<file path="config.mk">
export PLATFORM = sky130hd
export DESIGN_NAME = hazard_scoreboard
export DESIGN_NICKNAME = d
export VERILOG_FILES = /design/src/rtl/hazard_scoreboard_pkg.sv /design/src/rtl/hazard_scoreboard_lookup.sv /design/src/rtl/hazard_scoreboard.sv
export SDC_FILE = /design/constraint.sdc
export NUM_CORES = 1
export LEC_CHECK = 0
export ABC_AREA = 0
export CAP_MARGIN = 25
export CELL_PAD_IN_SITES_DETAIL_PLACEMENT = 2
export CELL_PAD_IN_SITES_GLOBAL_PLACEMENT = 2
export CORE_MARGIN = 4
export CORE_UTILIZATION = 27
export DETAILED_ROUTE_END_ITERATION = 12
export PLACE_DENSITY_LB_ADDON = 0.1
export SLEW_MARGIN = 20
export SYNTH_ARGS = -nofsm -noshare
export SYNTH_HDL_FRONTEND = slang
export SYNTH_SLANG_ARGS = --single-unit
</file>
<file path="constraint.sdc">
create_clock -name clk -period 2.6 [get_ports clk]
set_input_delay 0.52 -clock clk [delete_from_list [all_inputs] [get_ports clk]]
set_output_delay 0.52 -clock clk [all_outputs]
set_load 0.005 [all_outputs]
</file>
<file path="src/rtl/hazard_scoreboard_pkg.sv">
// Shared types and codes for the decode-stage hazard scoreboard.
// Slot entries carry a fixed-width address so one struct serves every NREG.
`timescale 1ns/1ps
package hazard_pkg;

  localparam int SEL_RF       = 0;
  localparam int SEL_STALL    = 1;
  localparam int SEL_FWD_BASE = 2;

  localparam int ADR_MAX_W = 16;

  typedef struct packed {
    logic                 valid;
    logic [ADR_MAX_W-1:0] adr;
    logic                 load;
  } slot_t;

  function automatic int cw_width(input int depth);
    return $clog2(depth + 2);
  endfunction

endpackage

</file>
<file path="src/rtl/hazard_scoreboard_lookup.sv">
// Priority match of one register against the in-flight slot array.
// The lowest-index (youngest) valid match decides the returned code.
`timescale 1ns/1ps
module sb_lookup
  import hazard_pkg::*;
#(
  parameter int DEPTH      = 3,
  parameter int NREG       = 8,
  parameter int LOAD_READY = 2,
  parameter int CW         = 3
) (
  input  slot_t [DEPTH-1:0]     slots,
  input  logic                  use_en,
  input  logic [ADR_MAX_W-1:0]  adr,
  output logic [CW-1:0]         code
);

  logic in_range;

  assign in_range = (adr < ADR_MAX_W'(NREG));

  // Walk oldest to youngest so the youngest match overwrites older ones.
  always_comb begin
    code = CW'(SEL_RF);
    for (int i = DEPTH - 1; i >= 0; i--) begin
      if (slots[i].valid && (slots[i].adr == adr)) begin
        if (slots[i].load && (i < LOAD_READY)) begin
          code = CW'(SEL_STALL);
        end else begin
          code = CW'(i + SEL_FWD_BASE);
        end
      end
    end
    if (!use_en || !in_range) begin
      code = CW'(SEL_RF);
    end
  end

endmodule

</file>
<file path="src/rtl/hazard_scoreboard.sv">
// Decode-stage hazard scoreboard: tracks in-flight writes per post-decode
// stage and returns stall / forwarding-source codes per source operand.
`timescale 1ns/1ps
module hazard_scoreboard
  import hazard_pkg::*;
#(
  parameter  int NREG       = 8,
  parameter  int DEPTH      = 3,
  parameter  int NRD        = 2,
  parameter  int LOAD_READY = 2,
  parameter  int CNTW       = 16,
  localparam int AW         = $clog2(NREG),
  localparam int CW         = cw_width(DEPTH)
) (
  input  logic              clk,
  input  logic              reset,
  input  logic              hold,
  input  logic              issue_valid,
  input  logic [AW-1:0]     issue_adr,
  input  logic              issue_load,
  input  logic [DEPTH-1:0]  flush_mask,
  input  logic [NRD-1:0]    rd_use,
  input  logic [NRD*AW-1:0] rd_adr,
  output logic [NRD*CW-1:0] rd_sel,
  output logic              hazard,
  output logic [NREG*CW-1:0] reg_status,
  input  logic              cnt_clear,
  output logic [CNTW-1:0]   stall_count
);

  logic [DEPTH-1:0] slot_vld;
  logic [AW-1:0]    slot_adr [DEPTH];
  logic [DEPTH-1:0] slot_load;
  slot_t [DEPTH-1:0] slots;

  function automatic logic [CNTW-1:0] sat_inc(input logic [CNTW-1:0] v);
    return (&v) ? v : v + CNTW'(1);
  endfunction

  // Stage boundary: ID -> EX .. WB slot advance (valid is the only reset state)
  always_ff @(posedge clk) begin
    if (reset) begin
      slot_vld <= '0;
    end else if (hold) begin
      slot_vld <= slot_vld & ~flush_mask;
    end else begin
      slot_vld[0] <= issue_valid & ~flush_mask[0];
      for (int i = 1; i < DEPTH; i++) begin
        slot_vld[i] <= slot_vld[i-1] & ~flush_mask[i];
      end
    end
  end

  always_ff @(posedge clk) begin
    if (!hold) begin
      slot_adr[0]  <= issue_adr;
      slot_load[0] <= issue_load;
      for (int i = 1; i < DEPTH; i++) begin
        slot_adr[i]  <= slot_adr[i-1];
        slot_load[i] <= slot_load[i-1];
      end
    end
  end

  always_comb begin
    for (int i = 0; i < DEPTH; i++) begin
      slots[i].valid = slot_vld[i];
      slots[i].adr   = ADR_MAX_W'(slot_adr[i]);
      slots[i].load  = slot_load[i];
    end
  end

  for (genvar j = 0; j < NRD; j++) begin : g_rd
    sb_lookup #(
      .DEPTH      (DEPTH),
      .NREG       (NREG),
      .LOAD_READY (LOAD_READY),
      .CW         (CW)
    ) u_lookup (
      .slots  (slots),
      .use_en (rd_use[j]),
      .adr    (ADR_MAX_W'(rd_adr[j*AW +: AW])),
      .code   (rd_sel[j*CW +: CW])
    );
  end

  for (genvar r = 0; r < NREG; r++) begin : g_status
    sb_lookup #(
      .DEPTH      (DEPTH),
      .NREG       (NREG),
      .LOAD_READY (LOAD_READY),
      .CW         (CW)
    ) u_lookup (
      .slots  (slots),
      .use_en (1'b1),
      .adr    (ADR_MAX_W'(r)),
      .code   (reg_status[r*CW +: CW])
    );
  end

  always_comb begin
    hazard = 1'b0;
    for (int j = 0; j < NRD; j++) begin
      if (rd_use[j] && (rd_sel[j*CW +: CW] == CW'(SEL_STALL))) begin
        hazard = 1'b1;
      end
    end
  end

  // Stall counter: clear wins over the saturating increment
  always_ff @(posedge clk) begin
    if (reset || cnt_clear) begin
      stall_count <= '0;
    end else if (hazard) begin
      stall_count <= sat_inc(stall_count);
    end
  end

endmodule

</file>
== Yosys cells after proc, flatten, opt, wreduce, memory -nomap -nowiden ==
Memories as Yosys holds them, arrays and structs flattened.
Cells that the tools add are included.

* Output and inout bits: 47
* ROM bits: 0
* Logic and storage cells: 127
* Register bits: 21
* Bits in latches: 0
* RAM bits: 9
* Memories kept: 1
* Bits of input ports: 20

* Divide/modulo/power cells: 0
* $lt $le $gt $ge: 2
* Multiplexer cells: 38
* Bitwise gates (word level): 9
* Shift operators: 0
* $add $sub $neg: 1
* Equality and inequality tests: 29
* Reductions and logical operators: 44
* Multiply operators: 0

{| class="wikitable"
|+ Memories
! name !! words !! bits a word !! read ports !! clocked after Yosys merged registers in !! wr ports !! line !! text
|-
| slot_adr || 3 || 3 || 3 || 0 || 3 || hazard_scoreboard.sv:32 || <nowiki>logic [AW-1:0] slot_adr [DEPTH];</nowiki>
|}

{| class="wikitable"
|+ Operator list
! kind !! number
|-
| $mux W3 || 33
|-
| $logic_not A16 Y1 || 3
|-
| $eq A3 B3 Y1 const B || 12
|-
| $logic_and A1 B1 Y1 || 32
|-
| $eq A3 B2 Y1 const B || 6
|-
| $eq A3 B3 Y1 || 6
|-
| $add A16 B1 Y16 const B || 1
|-
| $reduce_and A16 Y1 || 1
|-
| $eq A3 B1 Y1 const B || 5
|-
| $lt A3 B4 Y1 const B || 2
|-
| $logic_not A1 Y1 || 4
|-
| $mux W2 || 2
|-
| $not A1 Y1 || 4
|-
| $and A1 B1 Y1 || 3
|-
| $and A3 B3 Y3 || 1
|-
| $logic_or A1 B1 Y1 || 3
|-
| $mux W1 || 3
|-
| $not A3 Y3 || 1
|-
| $reduce_and A2 Y1 || 1
|}

== Logic depth before layout (Yosys ltp) ==
An unclocked memory read counts as a cell.

* Depth after elaboration: 12
* Depth in mapped cells: 9
* Depth with buffers taken out: 7

== By module ==
From an unflattened synthesis, not the netlist that was laid out.

* Cells, all modules: 935
* Area, all modules: 7586.0 µm²

{| class="wikitable"
|+ Modules (own cells, without submodules)
! module !! area each (µm²) !! times used !! sequential area each (µm²) !! cells an instance
|-
| sb_lookup || 621.8 || 10 || 0.0 || 81
|-
| hazard_scoreboard || 1367.6 || 1 || 740.7 || 125
|}

== Worst setup path before layout ==
OpenSTA, ideal clock, no wires.

* Path type: reg2out
* From: mem slot_adr[0][1] (netlist bit)
* To: out hazard
* Data required time: 2.080 ns
* Slack: 0.383 ns
* Arrival time: 1.697 ns
* Path buffers: 2
* Stages on the path, launching flop included: 8
* Path through: edfxtp_1 buf_4 xnor2_1 and4_4 mux2_4 o22a_4 buf_6 inv_1

{| class="wikitable"
|+ RTL lines
! what !! line !! text
|-
| from (decl) || hazard_scoreboard.sv:32 ||
|-
| to (decl) || hazard_scoreboard.sv:25 || <nowiki>output logic hazard,</nowiki>
|}

==> results.sh <==
export IMPL_outcome="finished, violations left"
export IMPL_violations="setup timing"
export IMPL_slowest_stage="edfxtp_1"
export IMPL_crit_top_cell="buf_6"
export IMPL_slew_viol_final=0
export IMPL_final_util_pct=46.7
export IMPL_antenna_found_initial=0
export IMPL_rsz0062_at_grt="true"
export IMPL_post_route_min_period_ns=2.63
export IMPL_worstMarginPinSlew_ns=0.511
export IMPL_start_kind="flop"
export IMPL_diodes=0
export IMPL_syn_cell_area_mm2=0.00212
export IMPL_rows=32
export IMPL_routabilityCongestion=0.826
export IMPL_worstPathCellList="buf_6, xnor2_2, and4_4, buf_6, buf_4, nor4_4, dlygate4sd2_1"
export IMPL_ios=67
export IMPL_clk_latency_ns=0.28
export IMPL_drtAntennaViolNets=0
export IMPL_grt_usage_pct=17.4
export IMPL_dp_slack_ns=-0.628
export IMPL_drc_errors=0
export IMPL_ys_seq_area_share_pct=33.5
export IMPL_grt_overflow_total=0
export IMPL_cts_inserted_buffers=5
export IMPL_setup_viol=4
export IMPL_cp_max_fo=3
export IMPL_synth_fp_nets=268
export IMPL_drtIter0Drc=49
export IMPL_die_w_um=96.7
export IMPL_synth_seq_cells=30
export IMPL_maxCapViolations=0
export IMPL_worstPathArrival_ns=2.11
export IMPL_worstSetupPathType="flop to output pin"
export IMPL_grt_pass1_wl_mm=13.2
export IMPL_post_route_cell_area_mm2=0.00359
export IMPL_cp_required_ns=2.08
export IMPL_die_area_mm2=0.00935
export IMPL_syn_avg_cell_area_um2=8.60
export IMPL_cts_root_buf="clkbuf_8"
export IMPL_yosysWarnings=0
export IMPL_area_growth_pct=68.9
export IMPL_slowest_delay_ns=0.49
export IMPL_htree_levels=2
export IMPL_fin_skew_ns=0.00812
export IMPL_finalCritPeriodShare_pct=101
export IMPL_crit_family="buffers and inverters"
export IMPL_ir_worst_vdd_uv=207
export IMPL_nFillCells=849
export IMPL_first_pass_iters=4
export IMPL_final_hold_viol_count=0
export IMPL_start_util_pct=27.6
export IMPL_cts_max_path_buffers=2
export IMPL_die_y_um=96.7
export IMPL_synthDistinctLibCells=42
export IMPL_drive_gt1_share_pct=32.4
export IMPL_worst_hold_path_type="flop to flop"
export IMPL_vias_per_cell=5.21
export IMPL_cts_sinks=30
export IMPL_max_clock_freq_mhz=380
export IMPL_place_area_mm2=0.00303
export IMPL_leakagePower_uw=0.00135
export IMPL_hold_slack_ns=0.512
export IMPL_wirelength_mm=9.17
export IMPL_route_vias_total=2351
export IMPL_setup_ws_ns=-0.0338
export IMPL_numPortBuffers=66
export IMPL_slew_headroom_pct=65.9
export IMPL_core_area_mm2=0.00769
export IMPL_critPathBufInv=4
export IMPL_grt_max_degree=27
export IMPL_path_clk_slew_ns=0.07
export IMPL_wl_per_cell_um=20.3
export IMPL_ys_flop_type="dfxtp_1"
export IMPL_async_flop_share_pct=0
export IMPL_cts_tree="yes"
export IMPL_hpwlAfterDp_mm=5.98
export IMPL_fin_nets=369
export IMPL_grt_pass1_vias=2465
export IMPL_synth_edff_count=11
export IMPL_power_density_mw_per_mm2=334
export IMPL_syn_inst=247
export IMPL_endpoint_kind="output pin"
export IMPL_ff2ff_setup_slack_ns=0.01
-- stage by stage --
| stage | instances | setup TNS [ns] | total power (µW) |
|---|---|---|---|
| after floorplan | 247 | 0 | 598 |
| after global placement | 427 | -6.94 | 679 |
| after detailed placement | 427 | -8.20 | 684 |
| after CTS | 445 | -0.0595 | 1180 |
| after global routing | 451 | -0.720 | 1250 |
| final | 451 | -0.0577 | 1200 |
-- layout by cell type (no fill, tap or decap), types with 4 or more instances in the layout --
master	count
nor2_1	6
buf_6	12
o31ai_1	8
o21ai_0	6
mux2i_1	14
nand3_1	10
nor2_2	5
xnor2_2	6
a21oi_1	8
xnor2_1	10
clkbuf_2	5
clkbuf_8	6
buf_4	28
inv_1	4
nand2_1	35
nor2b_2	5
or4_1	7
nor4_2	8
nand2b_1	4
nand4_1	5
edfxtp_1	11
dlygate4sd2_1	9
dlymetal6s2s_1	6
dfxtp_1	17
mux2_2	4
nor3_1	4
or3_1	5
clkdlybuf4s50_1	42
-- worst paths after layout --
kind / start / to / depth (start not counted)
min reg2reg: stall_count[11] / stall_count[11] / 2
min: stall_count[11] / stall_count[11] / 2
max reg2reg: slot_adr[0][1] / stall_count[14] / 9
max: slot_adr[0][2] / rd_sel[5] / 7
-- synth_stat cells, types with 2 or more instances --
cell,instances,area (µm²)
nor3b_1,3,22.5
mux2_2,4,45.0
nor2_1,14,52.6
nor4_2,3,37.5
clkbuf_1,4,15.0
nand2b_1,6,37.5
inv_1,5,18.8
nor4b_1,3,26.3
o21ai_0,7,35.0
o41ai_1,2,17.5
nand4_1,5,31.3
buf_6,2,22.5
xnor2_1,18,158
nand3_1,10,50.1
and3_1,2,12.5
nor4_1,7,43.8
and4_1,4,35.0
dfxtp_1,19,380
or3_1,5,31.3
buf_2,4,20.0
mux2_4,2,30.0
nor2b_1,6,37.5
edfxtp_1,11,330
mux2i_1,14,140
a21oi_1,11,55.1
o31ai_1,8,60.1
or4_1,8,60.1
or2_2,2,12.5
nor3_1,6,30.0
o21a_1,2,15.0
buf_4,2,15.0
nand2_1,36,135
nand4b_1,3,26.3
-- cells by family (layout without fill, tap and decap cells) --
family	count (synthesis)	after routing	synth area share, %
simple gates	126	126	33.4
buf+inv	18	120	4.48
xor+xnor	18	18	7.42
flops	30	30	33.5
compound gates	34	34	10.5
mux	20	20	10.1
fa+ha+maj	1	1	0.589
-- final cells by class --
type	count	area [µm²]	area share [%]
Clock buffer	8	111	3.10
Sequential cell	30	713	19.9
Tap cell	102	128	3.56
Timing Repair Buffer	107	1020	28.5
Inverter	5	21.3	0.593
Multi-Input combinational cell	199	1590	44.4
-- registers in the layout, indices dropped and copies added (netlist names) --
register	flops
slot_adr	9
slot_load	2
slot_vld	3
stall_count	16
-- what timing repair did --
item,in CTS,in global routing
pin swaps,9,10
hold buffers,0,0
endpoints found under the setup margin,37,32
setup buffers,10,6
cloned,0,1
resized for setup,63,52
-- where the power goes --
group,switching [µW],internal [µW]
sequential,22.7,503
combinational,108,110
clock,183,274
total,313,887
-- routing by layer --
metal / track usage (%) / vias up / wire [µm]
met1: 22.0 / 1153 / 4090
met4: 3.24 / 0 / 265
met5: 0 / - / 0
met3: 3.53 / 20 / 351
met2: 30.8 / 68 / 4470
li1: - / 1110 / -
-- worst register-to-register path, cell delays in order, from the launching register on --
cell	delay, ns
edfxtp_1	0.44
buf_4	0.17
xnor2_1	0.16
and4_4	0.27
mux2_4	0.32
o22a_4	0.28
buf_4	0.15
clkbuf_16	0.16
o41ai_1	0.39
a21oi_1	0.11
No activity file was read; power rests on OpenSTA's default activity.
==> edit 1: new RTL, same settings <==
Change the parameter `NRD` from 2 to 4.
--- a/src/rtl/hazard_scoreboard.sv
+++ b/src/rtl/hazard_scoreboard.sv
@@ -6,7 +6,7 @@
 #(
   parameter  int NREG       = 8,
   parameter  int DEPTH      = 3,
-  parameter  int NRD        = 2,
+  parameter  int NRD        = 4,
   parameter  int LOAD_READY = 2,
   parameter  int CNTW       = 16,
   localparam int AW         = $clog2(NREG),
Interface: changed (resized rd_adr, rd_sel and rd_use); port bits go from 67 to 81. No check against the original RTL was run, so the function may have changed too.
==> edit 1 against the original RTL <==
The flow still finishes with violations (setup timing). Final cell count rose by 31%. Sequential cell count did not move. Clock skew fell by 3.2 ps. Synthesized area rose by 21%. Via count rose by 34%. Design area rose by 27%. Critical path depth rose by 2. Setup slack got worse by 240 ps. Wire length rose by 54%.
Power is not compared: it rests on default switching activity, and its combinational part moved more than twofold at a synthesized area within 25%.
==> edit 1: results (changes against the original RTL) <==
| Metric | Value |
|---|---|
| Buffer cell driving the clock tree root | `clkbuf_8` |
| Total CTS buffers | `5 (unchanged)` |
| Yosys Warn Count | `0 (unchanged)` |
| Number of global-route vias before repair | `3262 (+32%)` |
| Clock latency on the worst-skew pair | `280 ps (about the same)` |
| TritonRoute pass-1 iters | `4 (unchanged)` |
| Cells taking the most area after synthesis | `dfxtp_1 (15%), edfxtp_1 (13%), xnor2_1 (6.8%)` |
| Clock slew at reported path FFs | `70 ps (about the same)` |
| Fraction of layout instances using a drive strength above 1 | `0.4065 (+0.08274)` |
| Total negative slack for setup checks | `-1131 ps (-1074 ps)` |
| Count of input and output buffers | `80 (+21%)` |
| Sum of net half-perimeters after detailed placement | `7979 um (+33%)` |
| Worst setup path start | `slot_adr[0][3]$_DFFE_PN_` |
| Initial drt markers | `95 (+94%)` |
| Maximum single-stage delay on the critical path | `410 ps (-80 ps)` |
| Total net switching power | `0.4302 mW` |
| Final nets | `488 (+32%)` |
| Vias | `3149 (+34%)` |
| Maximum number of pins on one net before global-route repair | `32 (+19%)` |
| Number of different library cells in the post-synthesis netlist | `52 (+24%)` |
| Worst clock skew on the final layout | `4.956 ps (-3.163 ps)` |
| Wire length per cell | `23.92 um (+18%)` |
| First-pass GRT wire length | `18290 um (+39%)` |
| Number of synthesized flops with an enable pin | `11 (unchanged)` |
| Syn nets | `338 (+26%)` |
| Proportion of synthesized flip-flops having asynchronous set or reset | `0 (unchanged)` |
| Largest fanout of any net on the critical path | `2 (-1)` |
| Worst path setup slack after routing | `-275.7 ps (-241.9 ps)` |
| RePlAce Congestion | `0.8156 (-1.2%)` |
| Relative max-transition margin | `0.6708 (+0.01155)` |
| Commonest cells post-synth | `nand2_1 (43), xnor2_1 (20), dfxtp_1 (19)` |
| Outcome | `finished, violations left` |
| Sequential fraction of the synthesis area | `0.2771 (-0.05764)` |
| Setup Viol. Count Final | `13 (+9)` |
| Critical Path Slowest Stage Cell | `edfxtp_1` |
| Total number of H-tree levels | `2 (unchanged)` |
| Initial antenna violation count | `0 (unchanged)` |
| Top flip-flop cell by instance count after synthesis | `dfxtp_1` |
| All-layer global routing usage | `0.2065 (+0.03236)` |
| Vias per std cell | `5.337 (+2.4%)` |
| Launch point of the worst hold path | `stall_count[11]$_SDFFE_PP0P_` |
| Worst vdd rail ir drop | `0.0002030 V` |
| Launch instance of the worst register-to-register path | `slot_adr[0][5]$_DFFE_PN_` |
| Max Root-Sink Buffers | `2 (unchanged)` |
| Post-Place Cells | `545 (+28%)` |
| Syn Area/Cell | `8.301 um^2 (-3.4%)` |
| Arrival time at the worst endpoint | `2360 ps (+250 ps)` |
| Violations in the final reports | `setup timing` |
| FILL cells | `986 (+16%)` |
| Biggest regs | `stall_count (16), slot_adr (9), slot_vld (3)` |
[edit 1: changes by cell type after synthesis, sizes merged, moves of 7 or more]
| cell | delta |
|---|---|
| xor2 | +16 |
| clkbuf | +7 |
| nor3 | +9 |
| nand2 | +7 |
| and2 | +9 |
| nand4 | +7 |
[edit 1: path summary, 6_finish.rpt]
check                                  to  slack (ps)  cells after the start
max                                hazard        -280                      9
min          stall_count[11]$_SDFFE_PP0P_         510                      2
max reg2reg   stall_count[7]$_SDFFE_PP0P_         -20                     10
min reg2reg  stall_count[11]$_SDFFE_PP0P_         510                      2
[edit 1: cells by family (layout without fill, tap and decap cells)]
logic type                 Yosys count  after routing  synth area share
muxes                               19             19           0.08098
adders and majority gates            1              1          0.004877
xor gates and xnor gates            36             36            0.1229
other                                0              1                 0
and+or+nand+nor                    155            155            0.3395
AOI/OAI and AO/OA                   43             43            0.1220
buffers and inverters               25            176           0.05268
DFF                                 30             30            0.2771
[edit 1: metal layers]
layer,part of all wire,track usage,up-vias
li1,-,-,1427
met4,0.029,0.04311,0
met5,0,0,-
met3,0.049,0.03735,32
met1,0.40,0.2536,1578
met2,0.52,0.3743,112
[edit 1: through the flow]
step                      instance area [um^2]  total power [mW]  setup slack, ps  hold slack [ps]
after floorplan                           2565            0.6488            126.3            420.6
after global placement                    3775            0.7938           -612.3            484.7
after detailed placement                  3775            0.8047           -703.1            501.9
after CTS                                 4242             1.253           -199.7            511.8
after global routing                      4549             1.389           -412.7            543.2
final                                     4552             1.335           -275.7            506.2
[edit 1: repair_timing]
item | CTS | global route
hold buffers | 0 | 0
pin swaps | 23 | 25
endpoints found under the setup margin | 53 | 30
gates cloned | 0 | 0
setup buffers | 19 | 17
resized for setup | 114 | 54
[edit 1: power by group through the flow]
stage               sequential [mW]  clock, mW  combinational [mW]
floorplan                     0.515          0               0.133
global placement              0.542          0               0.252
detailed placement            0.543          0               0.262
CTS                           0.521      0.384               0.347
global route                  0.525      0.405               0.460
finish                        0.524      0.370               0.442
[edit 1: area by class of cell]
| cell class | instances | share of cell area |
|---|---|---|
| clock buffers | 5 | 0.01512 |
| well taps | 129 | 0.03546 |
| flip-flops and latches | 30 | 0.1564 |
| multi-input cells | 254 | 0.4681 |
| diodes | 1 | 0.0005498 |
| repair buffers | 166 | 0.3191 |
| clock inverters | 3 | 0.003573 |
| inverters | 2 | 0.001649 |
[edit 1: worst min-delay path, delay by kind of cell, from the launching register on]
kind / cells / cell delay (ps)
flip-flops: 1 / 350
AO/OA/AOI/OAI: 2 / 110
==> edit 2: new RTL, same flow settings <==
Without the edit above. Register the output `reg_status`, with the module's reset; this adds one clock of latency there. The other outputs are not delayed to match.
--- a/src/rtl/hazard_scoreboard.sv
+++ b/src/rtl/hazard_scoreboard.sv
@@ -27,6 +27,8 @@
   input  logic              cnt_clear,
   output logic [CNTW-1:0]   stall_count
 );
+
+  logic [NREG*CW-1:0] reg_status_d;
 
   logic [DEPTH-1:0] slot_vld;
   logic [AW-1:0]    slot_adr [DEPTH];
@@ -94,7 +96,7 @@
       .slots  (slots),
       .use_en (1'b1),
       .adr    (ADR_MAX_W'(r)),
-      .code   (reg_status[r*CW +: CW])
+      .code   (reg_status_d[r*CW +: CW])
     );
   end
 
@@ -116,5 +118,13 @@
     end
   end
 
+  always_ff @(posedge clk) begin
+    if (reset) begin
+      reg_status <= '0;
+    end else begin
+      reg_status <= reg_status_d;
+    end
+  end
+
 endmodule
 
Behaviour: not the same (Yosys sat finds a counterexample within 4 cycles, from zero or initial values and one cycle with reset high).
==> edit 2 against the original RTL <==
Final cell count is 16% higher. Via count is 9.2% higher. Sequential cell count is 24 higher. Design area up 5.2%. Setup slack improved by 140 ps. Critical path depth did not move. Total power rose by 36%. First-iteration DRC count increased by 39%. Synthesized area up 26%. Register-to-register slack better by 390 ps. Wire length fell by 6.3%. Non-clock buffer count down 11. Synthesized cell count rose by 23%. Critical path type unchanged. Largest power group unchanged.
==> edit 2: results (changes against the original RTL) <==
| Metric | Value |
|---|---|
| Number of multi-input combinational cells | `222 (+12%)` |
| Final nets | `408 (+11%)` |
| Pin slew with the least headroom to its limit | `487.7 ps (-22.92 ps)` |
| Register area | `1191 um^2 (+67%)` |
| FILL cells | `1115 (+31%)` |
| RePlAce Congestion | `0.7402 (-10%)` |
| TritonRoute pass-1 iters | `5 (+1)` |
| Multiplexer fraction of the synthesized cell area | `0.02618 (-0.07517)` |
| Gate family responsible for the most delay along the worst path | `simple AND/OR/NAND/NOR gates` |
| Post-Place Cells | `506 (+19%)` |
| Outcome | `completed` |
| Buffer count excluding the clock tree in the final layout | `96 (-10%)` |
| Syn nets | `326 (+22%)` |
| Proportion of cell area spent on the clock network | `0.02818 (-0.002860)` |
| Clock latency on the worst-skew pair | `300 ps (+20 ps)` |
| Power dissipated in combinational cells | `0.179 mW (-18%)` |
| Cells taking the most area after synthesis | `dfxtp_1 (32%), edfxtp_1 (12%), xnor2_1 (4.6%)` |
| Multi-input gate area in the final layout | `1401 um^2 (-12%)` |
| Non-clock inverter total of the final layout | `8 (+3)` |
| Arrival time at the worst endpoint | `1980 ps (-130 ps)` |
| Net switching fraction of the power | `0.2357 (-0.02532)` |
| Worst setup path start | `slot_adr[0][0]$_DFFE_PN_` |
| Final Instance Count excl. Fillers | `521 (+16%)` |
| Minimum clock period after layout | `2497 ps (-136.9 ps)` |
| Post-detailed-routing wire length | `8592 um (-6.3%)` |
| Met2 usage in global routing | `0.2837 (-0.02464)` |
| Placement-stage worst setup slack | `-329.4 ps (+299.1 ps)` |
| Reg-to-Reg End | `stall_count[3]$_SDFFE_PP0P_` |
| Fraction of layout instances using a drive strength above 1 | `0.1418 (-0.1820)` |
| Initial drt markers | `68 (+39%)` |
| First-pass GRT wire length | `14080 um (+7.0%)` |
| Synth Area in Adders | `0.004675 (-0.001218)` |
| Cells after synthesis | `305 (+23%)` |
| M3 GR Usage | `0.02519 (-0.01013)` |
| Number of global-route vias before repair | `2781 (+13%)` |
| Number of cells on the worst reg-to-reg path | `8 (-1)` |
| Critical path endpoint | `hazard` |
| Xor/xnor cell area share of the yosys netlist | `0.05891 (-0.01534)` |
| Maximum single-stage delay on the critical path | `440 ps (-50 ps)` |
| Number of different library cells in the post-synthesis netlist | `43 (+2.4%)` |
| Worst clock skew on the final layout | `9.878 ps (+1.759 ps)` |
| Met1 usage | `0.1826 (-0.03706)` |
| Complex-gate fraction of the synthesized area | `0.1033 (-0.002161)` |
| Worst-case register-to-register setup slack | `400 ps (+390 ps)` |
| All-layer global routing usage | `0.1520 (-0.02210)` |
| Vias | `2567 (+9.2%)` |
[edit 2: per-stage QoR]
stage          area (um^2)  total power, mW  hold WS (ps)  TNS (ps)  utilization
6_report              3774            1.637         509.4         0       0.3879
5_1_grt               3774            1.709         552.2    -3.863       0.3879
4_1_cts               3737            1.664         520.3         0       0.3841
3_5_place_dp          3561            1.077         503.8     -2749       0.3660
3_3_place_gp          3561            1.072         487.2     -1863       0.3660
2_1_floorplan         2676           0.9895         420.6         0            -
[edit 2: metal layers]
metal / wire, um / share of wire
met5: 0 / 0
met4: 38 / 0.0044
met3: 276 / 0.032
met2: 4501 / 0.52
met1: 3775 / 0.44
[edit 2: cells by family after synthesis]
group,Yosys count
multiplexers,7
XOR/XNOR,18
adder cells (fa/ha/maj),1
buffers and inverters,29
AO/OA/AOI/OAI,46
AND/OR/NAND/NOR,150
flip-flops,54
[edit 2: what timing repair did]
action,CTS,global route
setup endpoints to repair,7,3
setup buffers,5,2
pin swaps,7,2
gates resized for setup,19,6
cloned,0,0
hold endpoints to repair,0,0
[edit 2: how the worst min path moves through the flow]
stage	to	startpoint	cells after the start
6_report	stall_count[9]$_SDFFE_PP0P_	stall_count[9]$_SDFFE_PP0P_	2
5_1_grt	stall_count[3]$_SDFFE_PP0P_	stall_count[3]$_SDFFE_PP0P_	2
4_1_cts	stall_count[9]$_SDFFE_PP0P_	stall_count[9]$_SDFFE_PP0P_	2
3_5_place_dp	stall_count[9]$_SDFFE_PP0P_	stall_count[9]$_SDFFE_PP0P_	2
3_3_place_gp	stall_count[9]$_SDFFE_PP0P_	stall_count[9]$_SDFFE_PP0P_	2
2_1_floorplan	slot_adr[0][6]$_DFFE_PN_	slot_adr[0][3]$_DFFE_PN_	0
